**config.mk**
```make
export PLATFORM = sky130hd
export DESIGN_NAME = rvb1_nibble_loader
export DESIGN_NICKNAME = d
export VERILOG_FILES = /design/src/rtl/rvb1_nibble_loader.sv
export SDC_FILE = /design/constraint.sdc
export NUM_CORES = 1
export LEC_CHECK = 0
export ABC_AREA = 1
export ABC_CLOCK_PERIOD_IN_PS = 3600
export BUFFER_PORTS_ARGS = -buffer_cell sky130_fd_sc_hd__buf_2
export CAP_MARGIN = 5
export CORE_ASPECT_RATIO = 0.9
export CORE_UTILIZATION = 40
export DETAILED_ROUTE_END_ITERATION = 7
export MAX_ROUTING_LAYER = met4
export PLACE_DENSITY = 0.7
export SYNTH_ARGS = -nofsm -noshare
export SYNTH_HDL_FRONTEND = slang
export SYNTH_SLANG_ARGS = --single-unit
```
**constraint.sdc**
```tcl
create_clock -name clk -period 3.6 [get_ports clk]
set_input_delay 0.54 -clock clk [delete_from_list [all_inputs] [get_ports clk]]
set_output_delay 0.54 -clock clk [all_outputs]
set_load 0.05 [all_outputs]
```
**src/rtl/rvb1_nibble_loader.sv**
```systemverilog
// rvb1_nibble_loader: assembles host-strobed nibbles, LSB first, into instruction words for the rvb1 core.
// Build option RVB1_PARITY_EN: each word carries a trailing even-parity nibble, and a bad word raises sticky par_err_o.
module rvb1_nibble_loader #(
  parameter int NIBBLES     = 8,
  parameter int SYNC_STAGES = 2
) (
  input  logic                 clk,
  input  logic                 rst_n,
  input  logic                 strobe_i,
  input  logic [3:0]           nib_i,
  output logic [4*NIBBLES-1:0] instr_o,
  output logic                 instr_valid_o,
  input  logic                 instr_ready_i,
  output logic                 busy_o,
  output logic [3:0]           nib_cnt_o,
  output logic                 ovf_o,
  output logic                 par_err_o
);
  localparam int W = 4 * NIBBLES;
`ifdef RVB1_PARITY_EN
  localparam int CAPS = NIBBLES + 1;
`else
  localparam int CAPS = NIBBLES;
`endif
  localparam logic [3:0] CAPS_CNT = 4'(CAPS);

  logic [SYNC_STAGES-1:0] strobe_sync;
  logic [3:0]             nib_sync [SYNC_STAGES];
  logic                   strobe_prev;
  logic                   capture;
  logic [3:0]             nib_new;

  always_ff @(posedge clk or negedge rst_n) begin
    if (!rst_n) begin
      strobe_sync <= '0;
      strobe_prev <= 1'b0;
      for (int i = 0; i < SYNC_STAGES; i++) nib_sync[i] <= '0;
    end else begin
      strobe_sync <= {strobe_sync[SYNC_STAGES-2:0], strobe_i};
      nib_sync[0] <= nib_i;
      for (int i = 1; i < SYNC_STAGES; i++) nib_sync[i] <= nib_sync[i-1];
      strobe_prev <= strobe_sync[SYNC_STAGES-1];
    end
  end

  assign capture = strobe_sync[SYNC_STAGES-1] & ~strobe_prev;
  assign nib_new = nib_sync[SYNC_STAGES-1];

  logic [W-1:0] asm_word;
  logic [3:0]   nib_cnt;
  logic [3:0]   base;
  logic         complete;
  logic         par_ok;
  logic         word_full;
  logic         can_load;
  logic         load;
  logic         discard;
  logic         accept;
  logic         drop;

`ifdef RVB1_PARITY_EN
  logic par_bit;
  logic par_err;
  assign par_ok = ((^asm_word) == par_bit);
`else
  assign par_ok = 1'b1;
`endif

  assign complete  = (nib_cnt == CAPS_CNT);
  assign word_full = complete & par_ok;
  assign discard   = complete & ~par_ok;
  assign can_load  = ~instr_valid_o | instr_ready_i;
  assign load      = word_full & can_load;
  assign busy_o    = word_full & ~can_load;
  assign accept    = capture & ~busy_o;
  assign drop      = capture & busy_o;
  // A word leaving (or being discarded) this cycle frees slot 0 for a new nibble.
  assign base      = (load | discard) ? 4'd0 : nib_cnt;

  always_ff @(posedge clk or negedge rst_n) begin
    if (!rst_n) begin
      asm_word <= '0;
      nib_cnt  <= '0;
    end else begin
      if (accept) begin
        for (int k = 0; k < NIBBLES; k++) begin
          if (base == 4'(k)) asm_word[4*k +: 4] <= nib_new;
        end
        nib_cnt <= base + 4'd1;
      end else if (load | discard) begin
        nib_cnt <= '0;
      end
    end
  end

  always_ff @(posedge clk or negedge rst_n) begin
    if (!rst_n) begin
      instr_o       <= '0;
      instr_valid_o <= 1'b0;
    end else if (load) begin
      instr_o       <= asm_word;
      instr_valid_o <= 1'b1;
    end else if (instr_ready_i) begin
      instr_valid_o <= 1'b0;
    end
  end

  always_ff @(posedge clk or negedge rst_n) begin
    if (!rst_n) ovf_o <= 1'b0;
    else if (drop) ovf_o <= 1'b1;
  end

`ifdef RVB1_PARITY_EN
  always_ff @(posedge clk or negedge rst_n) begin
    if (!rst_n) begin
      par_bit <= 1'b0;
      par_err <= 1'b0;
    end else begin
      if (accept && base == 4'(NIBBLES)) par_bit <= nib_new[0];
      if (discard) par_err <= 1'b1;
    end
  end
  assign par_err_o = par_err;
`else
  assign par_err_o = 1'b0;
`endif

  assign nib_cnt_o = nib_cnt;

endmodule

```
==> results of run 1 <==
-- cells by family (layout without fill, tap and decap cells) --
logic type                 after synthesis  in the layout  share of synthesized area (%)
and+or+nand+nor                        227            227                           30.2
DFF                                     81             81                           62.2
xor gates and xnor gates                 2              2                          0.537
buffers and inverters                   35             82                           4.68
AOI/OAI and AO/OA                        2              2                          0.384
other                                    1              1                          0.115
adders and majority gates                5              5                           1.92
-- per-stage QoR --
stage / util, % / hold slack [ps] / cells
after floorplan: - / 244 / 353
after global placement: 46.0 / 333 / 480
after detailed placement: 46.0 / 338 / 480
after CTS: 49.1 / 283 / 496
after global routing: 49.1 / 276 / 496
final: 49.1 / 299 / 496
-- synth_stat cells (all sizes together) --
| cell type | number |
|---|---|
| xor2 | 2 |
| nand2 | 152 |
| buf | 12 |
| a21oi | 1 |
| nand3 | 66 |
| conb | 1 |
| ha | 5 |
| nor2 | 9 |
| dfrtp | 81 |
| clkbuf | 8 |
| a21o | 1 |
| inv | 15 |
-- per-layer routing --
layer | wire [microns] | up-vias | track usage (%)
li1 | - | 1189 | -
met1 | 3140 | 1137 | 22.5
met2 | 2920 | 64 | 26.8
met3 | 334 | 6 | 4.39
met4 | 61 | 0 | 5.97
met5 | 0 | - | -
-- sequential cells by signal (all words and copies together), names as in the netlist --
signal	cells
nib_new	4
instr_o	32
instr_valid_o	1
strobe_prev	1
strobe_sync	2
ovf_o	1
asm_word	32
nib_sync	4
nib_cnt_o	4
-- critical path, stage by stage, from the launching register on --
cell     delay, ps
dfrtp_1        400
nand2_2        500
inv_1          120
nand2_2        130
inv_1           60
buf_2          210
-- area by class of cell --
type	instances	area, sq um	share of cell area, %
flip-flops and latches	81	2030	53.4
multi-input cells	237	1080	28.5
repair buffers	51	270	7.11
clock buffers	11	141	3.72
well taps	96	120	3.16
clock inverters	5	103	2.70
inverters	15	56.3	1.48
-- worst paths after layout --
kind / startpoint / endpoint / depth (start not counted)
min: strobe_i / strobe_sync[0] / 1
min reg2reg: nib_sync[7] / nib_new[3] / 0
max: instr_valid_o / busy_o / 5
min in group asynchronous: rst_n / instr_o[11] / 1
max in group asynchronous: rst_n / asm_word[26] / 1
max reg2reg: instr_valid_o / asm_word[14] / 8
-- power breakdown --
part | switching [W] | total [W] | internal [W]
registers | 0.000193 | 0.00139 | 0.00120
logic | 0.000851 | 0.00113 | 0.000275
clock network | 0.000318 | 0.000797 | 0.000479
==> flow_summary_export.csv, run 1 <==
group,metric,value,unit
outcome,status,"finished, final reports clean",
sta,setup_viol,0,
place,placed_cell_area,3550,sq um
critical_path,cp-end-kind,"output pin",
global_route,grt_antenna_before_repair,0,
clock_network,cts_buffer_depth,2,
critical_path,criticalPathCategory,"reg2out",
drt,drtIter0Drc,143,
synth,synthTopCellsByArea,"dfrtp_1 (62%), nand2_1 (17%), nand3_1 (10%), ha_1 (1.9%), inv_1 (1.7%)",
power_and_ir_drop,ir_worst_vdd,0.374,mV
final_layout,final_cell_mix,"nand2_1 (147), dfrtp_1 (81), nand3_1 (66)",
clock_network,post-cts-setup-buffer-count,0,
global_route,grt.total_usage,17.4,%
place,port_buffers,46,
clock_network,ctsHoldBuffers,0,
clock_network,clock_latency,340,ps
die,die_x,97.2,microns
die,io_pins,48,
drt,antenna_left,0,
global_route,globalRoute.totalOverflow,0,
sta,slew_violations,0,
synth,yosys.area.top_type,"dfrtp_1",
synth,synth.top_cell.area_share,62.2,%
drt,avgViaCountPerCell,4.83,
die,die_h,87.7,microns
die,die_area,8520,sq um
sta,setup_tns,0,ps
place,gp_congestion,0.760,
die,core,7730,sq um
global_route,grt_max_degree,82,
critical_path,start_kind,"flop",
global_route,grt_pass1_vias,2326,
synth,synth.ff_latch_count,81,
worst_hold_path,holdCritPathClass,"in2reg",
sta,max_freq,0.433,GHz
clock_network,cts_resized,0,
clock_network,cts_sinks,81,
final_layout,diodes,0,
drt,vias,2396,
synth,synth_seq_area_share,62.2,%
critical_path,worst_ep_required_time,3060,ps
critical_path,cp_max_fo,36,
clock_network,cts_tree,"yes",
power_and_ir_drop,cellLeakagePower,2.17,nW
critical_path,critPathArrivalTime,1770,ps
sta,hold_viol,0,
die,initial_utilization,42.2,%
sta,min_period_over_period,64.2,%
sta,tightestPinTransition,994,ps
synth,yosys_warnings,0,
drt,drcViolationCount,0,
place,dp_hpwl,4.16,mm
synth,syn_avg_cell_area,9.24,sq um
synth,synthesis.area,3260,sq um
clock_network,cts.htree.levels,3,
sta,rsz0062_at_grt,"false",
final_layout,finalInstanceArea,3800,sq um
final_layout,area_growth,16.5,%
sta,clock_skew,7.60,ps
clock_network,cts_root_buf,"clkbuf_8",
run,drv_cap,0,
clock_network,cts_inserted_buffers,9,
clock_network,clkTransAtPathRegs,80,ps
drt,wl_per_cell,13.0,microns
final_layout,nets,408,
critical_path,r2r_setup_slack,1480,ps
global_route,grt_first_pass_wirelength,11.2,mm
drt,wl,6.46,mm
sta,timing.final.ws_setup,1290,ps
final_layout,nFillCells,738,
sta,relSlewSlack,33.8,%
synth,syn_inst,353,
synth,ys_types,19,
final_layout,final_common_cell,"nand2_1",
sta,min_period,2310,ps
final_layout,layout-drive-gt1-share,19.0,%
synth,syn_nets,366,
power_and_ir_drop,p_total,0.00332,W
power_and_ir_drop,cellPowerDensity,873,nW/um^2
die,row_count,30,
drt,drt_first_pass_iters,4,
place,place_ws,1250,ps
Power figures use the tool's default switching activity.
==> inputs of run 2 (changes only) <==
--- a/config.mk
+++ b/config.mk
@@ -6,7 +6,7 @@
 export NUM_CORES = 1
 export LEC_CHECK = 0
 export ABC_AREA = 1
-export ABC_CLOCK_PERIOD_IN_PS = 3600
+export ABC_CLOCK_PERIOD_IN_PS = 2200
 export BUFFER_PORTS_ARGS = -buffer_cell sky130_fd_sc_hd__buf_2
 export CAP_MARGIN = 5
 export CORE_ASPECT_RATIO = 0.9
==> constraint.sdc (replaced) <==
create_clock -name clk -period 2.2 [get_ports clk]
set_input_delay 0.33 -clock clk [delete_from_list [all_inputs] [get_ports clk]]
set_output_delay 0.33 -clock clk [all_outputs]
set_load 0.05 [all_outputs]
==> run 2 against run 1 <==
  * The flow now finishes with violations (hold timing)
  * Utilization increased by 0.31 points
  * Highest routed layer unchanged
  * Hold slack got worse by 310 ps
  * First-iteration DRC count shrank 2.1%
  * Worst setup slack worse by 1100 ps
  * Largest power group unchanged
  * Sequential power increased by 64%
  * Power increased by 61%
  * Critical endpoint unchanged
  * Flip-flop and latch count unchanged
  * Via count increased by 0.46%
==> flow_summary_export.csv, run 2 (synthesis results as in run 1) <==
group,metric,value,unit
outcome,status,"complete, but fails checks",
outcome,failed_checks,"hold timing",
final_layout,layout-drive-gt1-share,20.2,%
clock_network,cts_sinks,81,
power_and_ir_drop,cellLeakagePower,2.18,nW
power_and_ir_drop,ir_worst_vdd,0.521,mV
die,io_pins,48,
die,row_count,30,
critical_path,cp_max_fo,6,
critical_path,max_stage_delay,450,ps
critical_path,critPathArrivalTime,1710,ps
global_route,grt.total_usage,18.0,%
place,port_buffers,46,
sta,setup_tns,0,ps
critical_path,path_cells,"inv_1 -> ha_1 -> nand2_2 -> nor2_4 -> nand2_2 -> inv_1 -> clkbuf_4",
clock_network,post-cts-setup-buffer-count,0,
sta,timing.final.ws_setup,163,ps
sta,whs,-5.61,ps
power_and_ir_drop,cellPowerDensity,1400,nW/um^2
clock_network,clock_latency,360,ps
die,die_area,8520,sq um
critical_path,criticalPathCategory,"reg2out",
place,dp_hpwl,4.47,mm
drt,drtIter0Drc,140,
sta,slew_violations,0,
clock_network,clkTransAtPathRegs,90,ps
critical_path,start_kind,"flop",
run,drv_cap,0,
final_layout,diodes,0,
final_layout,area_growth,17.2,%
drt,antenna_left,0,
drt,drcViolationCount,0,
drt,drt_first_pass_iters,4,
sta,max_freq,0.491,GHz
final_layout,reg_top3,"asm_word x32, instr_o x32",
place,gp_congestion,0.832,
sta,min_period_over_period,92.6,%
die,die_x,97.2,microns
global_route,grt_antenna_before_repair,0,
clock_network,ctsHoldBuffers,0,
final_layout,nets,413,
clock_network,cts_tree,"yes",
drt,vias,2407,
critical_path,cp-end-kind,"output pin",
critical_path,r2r_setup_slack,280,ps
sta,rsz0062_at_grt,"false",
sta,clock_skew,10.3,ps
clock_network,cts_inserted_buffers,9,
final_layout,final_common_cell,"nand2_1",
die,initial_utilization,42.2,%
clock_network,cts_buffer_depth,2,
drt,avgViaCountPerCell,4.80,
global_route,globalRoute.totalOverflow,0,
clock_network,cts_root_buf,"clkbuf_8",
die,die_h,87.7,microns
drt,wl,6.52,mm
sta,hold_viol,36,
global_route,grt_max_degree,51,
place,place_ws,294,ps
final_layout,final_cell_mix,"nand2_1 (147), dfrtp_1 (81), nand3_1 (66)",
sta,tightestPinTransition,621,ps
critical_path,worst_ep_required_time,1870,ps
global_route,grt_first_pass_wirelength,11.5,mm
clock_network,cts.htree.levels,3,
final_layout,nFillCells,737,
global_route,grt_pass1_vias,2431,
sta,relSlewSlack,58.6,%
drt,wl_per_cell,13.0,microns
die,core,7730,sq um
sta,setup_viol,0,
sta,min_period,2040,ps
worst_hold_path,holdCritPathClass,"in2async",
critical_path,cp_slowest_cell,"dfrtp_1",
-- run 2: critical path, delay by kind of cell (launching register included) --
| family | cells | cell delay, ps |
|---|---|---|
| adder cells (fa/ha/maj) | 1 | 190 |
| flip-flops | 1 | 450 |
| AND/OR/NAND/NOR | 3 | 260 |
| buffers and inverters | 3 | 450 |
-- run 2: where the power goes --
part / internal [W] / switching [W]
sequential: 0.00196 / 0.000317
combinational: 0.000464 / 0.00138
clock: 0.000673 / 0.000540
total: 0.00310 / 0.00224
-- run 2: layout make-up --
| class | instances | area (sq um) | share of cell area (%) |
|---|---|---|---|
| flip-flops and latches | 81 | 2030 | 53.0 |
| multi-input cells | 237 | 1080 | 28.3 |
| repair buffers | 56 | 310 | 8.12 |
| clock buffers | 10 | 138 | 3.60 |
| well taps | 96 | 120 | 3.14 |
| clock inverters | 6 | 90.1 | 2.36 |
| inverters | 15 | 56.3 | 1.47 |
-- run 2: worst paths after layout --
kind / from / endpoint / cells after the start
max in group asynchronous: rst_n / instr_valid_o / 2
min in group clk: strobe_i / strobe_sync[0] / 1
setup reg to reg: nib_cnt_o[0] / asm_word[15] / 10
setup / recovery: nib_cnt_o[1] / busy_o / 7
hold reg to reg: nib_sync[5] / nib_new[1] / 0
hold / removal: rst_n / instr_o[16] / 1
-- run 2: per-layer routing --
metal  GRT usage (%)  share of wire (%)  routed length [microns]  vias to the layer above
li1                -                  -                        -                     1198
met3            4.63                5.8                      381                       14
met5               -                  0                        0                        -
met1            22.5                 48                     3110                     1126
met4            8.41                2.1                      140                        0
met2            27.7                 44                     2890                       69
-- run 2: stage by stage --
step                      power [W]  cell area, sq um  utilization (%)  std cells
after CTS                   0.00539              3820             49.4        501
after global placement      0.00412              3590             46.5        485
after detailed placement    0.00418              3590             46.5        485
after floorplan             0.00369              3260                -        353
after global routing        0.00571              3820             49.4        501
final                       0.00534              3820             49.4        501
-- run 2: repair_timing --
| item | 4_1_cts | 5_1_grt |
|---|---|---|
| resized for setup | 0 | 1 |
| hold endpoints to repair | 0 | 0 |
| setup endpoints to repair | 0 | 1 |
